`config.mk`:
```
export PLATFORM = sky130hd
export DESIGN_NAME = pc_fetch_unit
export DESIGN_NICKNAME = d
export VERILOG_FILES = /design/src/rtl/pc_fetch_unit.sv
export SDC_FILE = /design/constraint.sdc
export NUM_CORES = 1
export LEC_CHECK = 0
export BUFFER_PORTS_ARGS = -buffer_cell sky130_fd_sc_hd__buf_2
export CAP_MARGIN = 20
export CORE_MARGIN = 3
export CORE_UTILIZATION = 29
export CTS_CLUSTER_SIZE = 24
export DETAILED_ROUTE_END_ITERATION = 8
export SLEW_MARGIN = 20
export SYNTH_ARGS = -nofsm -noshare
export SYNTH_HDL_FRONTEND = slang
export SYNTH_SLANG_ARGS = --single-unit
```
`constraint.sdc`:
```
create_clock -name clk -period 4.9 [get_ports clk]
set_clock_uncertainty 0.2 [all_clocks]
set_input_delay 0.98 -clock clk [delete_from_list [all_inputs] [get_ports clk]]
set_output_delay 0.98 -clock clk [all_outputs]
set_load 0.05 [all_outputs]
```
`src/rtl/pc_fetch_unit.sv`:
```
// Instruction fetch stage: requests one word per PC, buffers it for decode, advances on handshake.
// Optional macro FETCH_ADEL_EN turns on fetch address-error detection (misaligned / out of range).
module pc_fetch_unit #(
  parameter logic [31:0] RESET_PC  = 32'h0000_3000,
  parameter logic [31:0] IMEM_BASE = 32'h0000_3000,
  parameter logic [31:0] IMEM_TOP  = 32'h0000_6FFC
) (
  input  logic        clk,
  input  logic        reset,
  input  logic [31:0] npc,
  output logic        imem_req,
  output logic [31:0] imem_addr,
  input  logic        imem_ack,
  input  logic [31:0] imem_rdata,
  output logic        if_valid,
  input  logic        if_ready,
  output logic [31:0] if_instr,
  output logic [31:0] if_pc,
  output logic [31:0] if_pcn,
  output logic        if_exc
);

  typedef enum logic {
    FETCH = 1'b0,
    HOLD  = 1'b1
  } state_t;

  state_t      state, state_nxt;
  logic [31:0] pc, pc_nxt;
  logic [31:0] instr, instr_nxt;
  logic        exc, exc_nxt;
  logic        armed;
  logic        addr_err;

  // armed stays low for the partial cycle after reset release so a stale ack is never taken
`ifdef FETCH_ADEL_EN
  assign addr_err = (pc[1:0] != 2'b00) || (pc < IMEM_BASE) || (pc > IMEM_TOP);
`else
  assign addr_err = 1'b0;
`endif

  assign imem_addr = {pc[31:2], 2'b00};
  assign if_instr  = instr;
  assign if_pc     = pc;
  assign if_pcn    = pc + 32'd4;
  assign if_exc    = exc;

  always_comb begin
    state_nxt = state;
    pc_nxt    = pc;
    instr_nxt = instr;
    exc_nxt   = exc;
    imem_req  = 1'b0;
    if_valid  = 1'b0;
    case (state)
      FETCH: begin
        if (armed) begin
          if (addr_err) begin
            instr_nxt = '0;
            exc_nxt   = 1'b1;
            state_nxt = HOLD;
          end else begin
            imem_req = 1'b1;
            if (imem_ack) begin
              instr_nxt = imem_rdata;
              exc_nxt   = 1'b0;
              state_nxt = HOLD;
            end
          end
        end
      end
      HOLD: begin
        if_valid = 1'b1;
        if (if_ready) begin
          pc_nxt    = npc;
          state_nxt = FETCH;
        end
      end
      default: state_nxt = FETCH;
    endcase
  end

  always_ff @(posedge clk or negedge reset) begin
    if (!reset) begin
      state <= FETCH;
      pc    <= RESET_PC;
      instr <= '0;
      exc   <= 1'b0;
      armed <= 1'b0;
    end else begin
      state <= state_nxt;
      pc    <= pc_nxt;
      instr <= instr_nxt;
      exc   <= exc_nxt;
      armed <= 1'b1;
    end
  end

endmodule

```
==> metrics.yaml, run 1 <==
logic_synthesis:
  seq_area_frac_synth: 0.507
  synth_area_leaders: "dfrtp_1, mux2_2, buf_4"
  yosys.area.top_type: "dfrtp_1"
  async_flop_share: 1.00
  synth_ff_type: "dfrtp_1"
  synth_compound_area_frac: 0.00154
  ys_ff_latch: 66
  synthSimpleGateAreaFrac: 0.0952
  synth.area.mux_share: 0.221
  synth_fa_ha_area_frac: 0.00384
  synth_cells: 257
  synth_top_family_by_area: "multiplexers"
  yosys.area.top_type_share: 0.491
  synthXorXnorAreaFrac: 0.0752
  yosysWarnings: 0
  yosysUniqueCellTypes: 26
  synth_edf_count: 0
  synth_area_sq_um: 3260
  syn_area_per_cell_sq_um: 12.7
timing:
  layout_min_cycle_time_ns: 3.61
  fin_setup_tns_ns: 0
  slew_headroom: 0.443
  setup_viol: 0
  fmax_mhz: 277
  rsz0062_at_grt: "false"
  finalHoldViolations: 0
  period_share: 0.737
  finalMaxSlewViolations: 0
  worst_slew_pin_slew_ns: 0.835
die:
  die_w_microns: 112
  fp.dieH_microns: 112
  ioPinCount: 199
  num_rows: 38
  initial_core_util: 0.299
  core_area_sq_um: 10900
  dieArea_sq_um: 12500
route:
  drtIter0Drc: 102
  via_count: 2483
  first_pass_iters: 5
  avgRoutedWirePerCell_microns: 14.2
  route.detailed.drc: 0
  finalWirelength_microns: 8120
  via_per_inst: 4.36
  drtAntennaViolNets: 0
cells_and_area:
  drive_above_1_share: 0.658
  syn2layout_area_growth_pct: 33.7
  antenna_cells: 0
  nets: 494
  final_util: 0.400
  finalNonFillerCells: 570
  fill_cells: 1104
clock_network:
  clkLatencyLatePin_ns: 0.33
  cts_max_path_buffers: 2
  post_cts_buffers: 0
  cts_sinks: 66
  root_buffer: "clkbuf_8"
  cts.hold.buffers_added: 0
  cts_buffers: 9
  cts_tree: "built"
  post_cts_resized: 0
  h-tree-depth: 3
  clk_pin_slew_ns: 0.07
worst_hold_path:
  min_path_type: "flip-flop to flip-flop"
  hp-start: "if_instr[22]"
worst_setup_path:
  required_ns: 3.72
  critPathLaunch: "if_pc[2]"
  critPathMaxFanout: 8
  cp-end-kind: "output port"
  worstSetupStartpointType: "flip-flop"
  reg2reg_from: "armed"
  worst_ep_arrival_time_ns: 2.43
  path_class: "flip-flop to output port"
global_routing:
  first_global_vias: 2604
  grt_pass1_wl_microns: 13100
  grt_max_degree: 67
  use_met1: 0.162
  gr-total-overflow: 0
  grt_use_total: 0.130
  met3_usage: 0.0469
  gr-usage-met2: 0.203
  busiest_layer: "met2"
  antenna_found_initial: 0
placement:
  place_hpwl_microns: 6220
  dp.cells: 554
  port_buffers: 195
  gp_congestion: 0.767
run_status:
  status: "complete, no violations"
pwr:
  ir_worst_vdd_v: 0.000303
  total_power_w: 0.00290
  power_density_nw_per_um2: 665
  leakage_nw: 2.15
flow_run:
  cap_viol_max_count: 0
metal layers:
layer,vias to the layer above,routed length [microns]
met5,-,0
met4,0,143
met3,11,902
met2,134,3720
met1,1158,3360
li1,1180,-
where the power goes:
group          internal, W  switching [W]
registers         0.000678       0.000155
logic             0.000359        0.00122
clock network     0.000265       0.000221
path summary, 6_finish.rpt:
| kind | endpoint | slack (ns) | depth (start not counted) |
|---|---|---|---|
| max reg2reg | if_instr[14] | 3.01 | 4 |
| max in group asynchronous | if_pc[17] | 3.42 | 1 |
| max | if_pcn[28] | 1.29 | 6 |
| min reg2reg | if_instr[22] | 0.30 | 1 |
| min | if_instr[22] | 0.30 | 1 |
| min in group asynchronous | if_instr[23] | 0.54 | 1 |
cell usage after synthesis (2+ instances only):
cell and n:
buf_1 3, dfstp_2 2, nand2_1 10, and4_1 2, buf_2 3, nor4_4 2
nand4_1 7, and3_1 3, xor2_1 8, inv_1 3, conb_1 2, xnor2_1 20
mux2_2 64, buf_4 35, nor3_1 3, dfrtp_1 64, nand3_1 12, nor2_1 5
or2_1 2
cell families after synthesis:
group | count (synthesis)
compound gates | 1
xor+xnor | 28
fa+ha+maj | 1
buf+inv | 45
flops | 66
mux | 64
other cells | 2
simple gates | 50
worst max-delay path, stage by stage, from the launching register on:
cell and delay [ns]:
dfrtp_1 0.43, ha_1 0.22, nand3_1 0.24, nor4_4 0.53
nand4_1 0.20, xnor2_1 0.18, buf_2 0.28
sequential cells by signal, indices dropped and copies added, names as in the netlist:
register	cells
armed	1
if_pc	32
state	1
if_instr	32
stage by stage:
stage / hold WS (ns) / setup slack, ns / area [sq um]
finish: 0.304 / 1.29 / 4360
global route: 0.324 / 1.05 / 4360
CTS: 0.309 / 1.22 / 4360
detailed placement: 0.288 / 1.61 / 4140
global placement: 0.284 / 1.69 / 4140
floorplan: 0.484 / 1.18 / 3270
final cells by class:
cell class / count / area [sq um] / share of cell area
repair buffers: 197 / 993 / 0.228
flip-flops and latches: 66 / 1650 / 0.380
clock buffers: 11 / 151 / 0.0348
inverters: 3 / 11.3 / 0.00258
multi-input cells: 148 / 1310 / 0.300
clock inverters: 5 / 62.6 / 0.0144
well taps: 140 / 175 / 0.0402
placed cells by master (no fill, tap or decap):
cell type   count
and2_1          1
and3_1          3
and4_1          2
buf_2         194
buf_4           3
bufinv_16       1
clkbuf_8       11
clkinv_4        2
clkinvlp_4      2
conb_1          4
dfrtp_1        64
dfstp_2         2
ha_1            1
inv_1           3
mux2_2         64
nand2_1        10
nand3_1        12
nand3_2         1
nand4_1         7
nand4_4         1
nor2_1          5
nor2b_1         1
nor3_1          3
nor4_4          2
o21ai_0         1
or2_1           2
xnor2_1        20
xor2_1          8
Power figures use the tool's default switching activity.
==> run 2, diff against run 1 <==
==> constraint.sdc (replaced) <==
create_clock -name clk -period 3.2 [get_ports clk]
set_clock_uncertainty 0.2 [all_clocks]
set_input_delay 0.64 -clock clk [delete_from_list [all_inputs] [get_ports clk]]
set_output_delay 0.64 -clock clk [all_outputs]
set_load 0.05 [all_outputs]
==> metrics.yaml, run 2 (same netlist as run 1, synthesis figures left out) <==
timing:
  period_share: 0.948
  fin_setup_tns_ns: 0
  finalHoldViolations: 0
  worst_slew_pin_slew_ns: 0.687
  fmax_mhz: 329
  setup_viol: 0
  layout_min_cycle_time_ns: 3.04
  rsz0062_at_grt: "false"
  finalMaxSlewViolations: 0
  slew_headroom: 0.542
cells_and_area:
  final_util: 0.420
  nets: 498
  fill_cells: 1063
  finalNonFillerCells: 574
  layout_commonest_cell: "buf_2"
  drive_above_1_share: 0.703
  layout_common_cells: "buf_2, mux2_2, dfrtp_1, xnor2_2, nand3_1"
  antenna_cells: 0
  syn2layout_area_growth_pct: 40.2
worst_setup_path:
  crit_buf_inv: 2
  max_stage_delay_ns: 0.61
  path_cells: "nand4_4, nor4_4, buf_4, nand4_1, xnor2_2, buf_2"
  critPathMaxFanout: 8
  worst_ep_arrival_time_ns: 2.20
  critical_path.top_delay_family: "flip-flops"
  cp-end-kind: "output port"
  path_class: "flip-flop to output port"
  required_ns: 2.36
  worstSetupStartpointType: "flip-flop"
  cp_slowest_cell: "dfstp_2"
die:
  die_w_microns: 112
  num_rows: 38
  core_area_sq_um: 10900
  initial_core_util: 0.299
  ioPinCount: 199
  dieArea_sq_um: 12500
  fp.dieH_microns: 112
pwr:
  total_power_w: 0.00461
  leakage_nw: 2.31
  power_density_nw_per_um2: 1010
  ir_worst_vdd_v: 0.000449
global_routing:
  gr-total-overflow: 0
  grt_pass1_wl_microns: 13300
  first_global_vias: 2602
  grt_max_degree: 39
  antenna_found_initial: 1
  grt_use_total: 0.132
route:
  drtAntennaViolNets: 0
  via_count: 2540
  avgRoutedWirePerCell_microns: 14.4
  first_pass_iters: 4
  via_per_inst: 4.43
  route.detailed.drc: 0
  finalWirelength_microns: 8260
  drtIter0Drc: 78
placement:
  dp.cells: 556
  gp_congestion: 0.751
  port_buffers: 195
  place_hpwl_microns: 6410
flow_run:
  cap_viol_max_count: 0
clock_network:
  cts_max_path_buffers: 2
  clk_pin_slew_ns: 0.08
  cts_sinks: 66
  cts_buffers: 9
  cts.hold.buffers_added: 0
  clkLatencyLatePin_ns: 0.34
  cts_tree: "built"
  root_buffer: "clkbuf_8"
  h-tree-depth: 3
worst_hold_path:
  min_path_type: "input port to asynchronous set/reset pin"
run_status:
  status: "complete, no violations"
[run 2: final timing paths]
kind / from / endpoint / slack, ns / cells after the start
setup / recovery: if_pc[12] / if_pcn[21] / 0.16 / 6
hold / removal: reset / if_pc[3] / 0.14 / 1
setup reg to reg: armed / if_instr[8] / 1.27 / 4
hold reg to reg: if_instr[29] / if_instr[29] / 0.30 / 1
max in group asynchronous: reset / if_instr[31] / 2.01 / 2
min in group clk: if_ready / state / 0.29 / 2
[run 2: final cells by class]
cell class	count	area, sq um	share of cell area
clock inverter	7	118	0.0257
tap	140	175	0.0383
sequential	66	1660	0.362
timing repair buffer	201	1040	0.228
multi-input combinational	148	1440	0.316
clock buffer	9	124	0.0271
inverter	3	11.3	0.00247
[run 2: repair_timing]
action,CTS,global route
gates resized for setup,2,5
setup endpoints to repair,13,9
endpoints found under the hold margin,0,0
buffers inserted,2,0
pin swaps,2,0
[run 2: power by group]
part	internal [W]	total [W]	switching, W	leakage (nW)
combinational	0.000591	0.00246	0.00187	1.41
clock	0.000517	0.000848	0.000331	0.123
sequential	0.00104	0.00130	0.000262	0.774
[run 2: routing by layer]
layer  global-route usage  share of wire
met1                0.171           0.42
met2                0.206           0.46
met3               0.0437          0.098
met4               0.0529          0.015
met5                    0         0.0013
[run 2: stage by stage]
| stage | area, sq um | worst slack [ns] | hold slack (ns) |
|---|---|---|---|
| CTS | 4550 | 0.0251 | 0.141 |
| finish | 4570 | 0.165 | 0.138 |
| global route | 4570 | 0.00822 | 0.169 |
| floorplan | 3390 | 0.0493 | 0.144 |
| global placement | 4290 | 0.296 | 0.283 |
| detailed placement | 4290 | 0.244 | 0.288 |
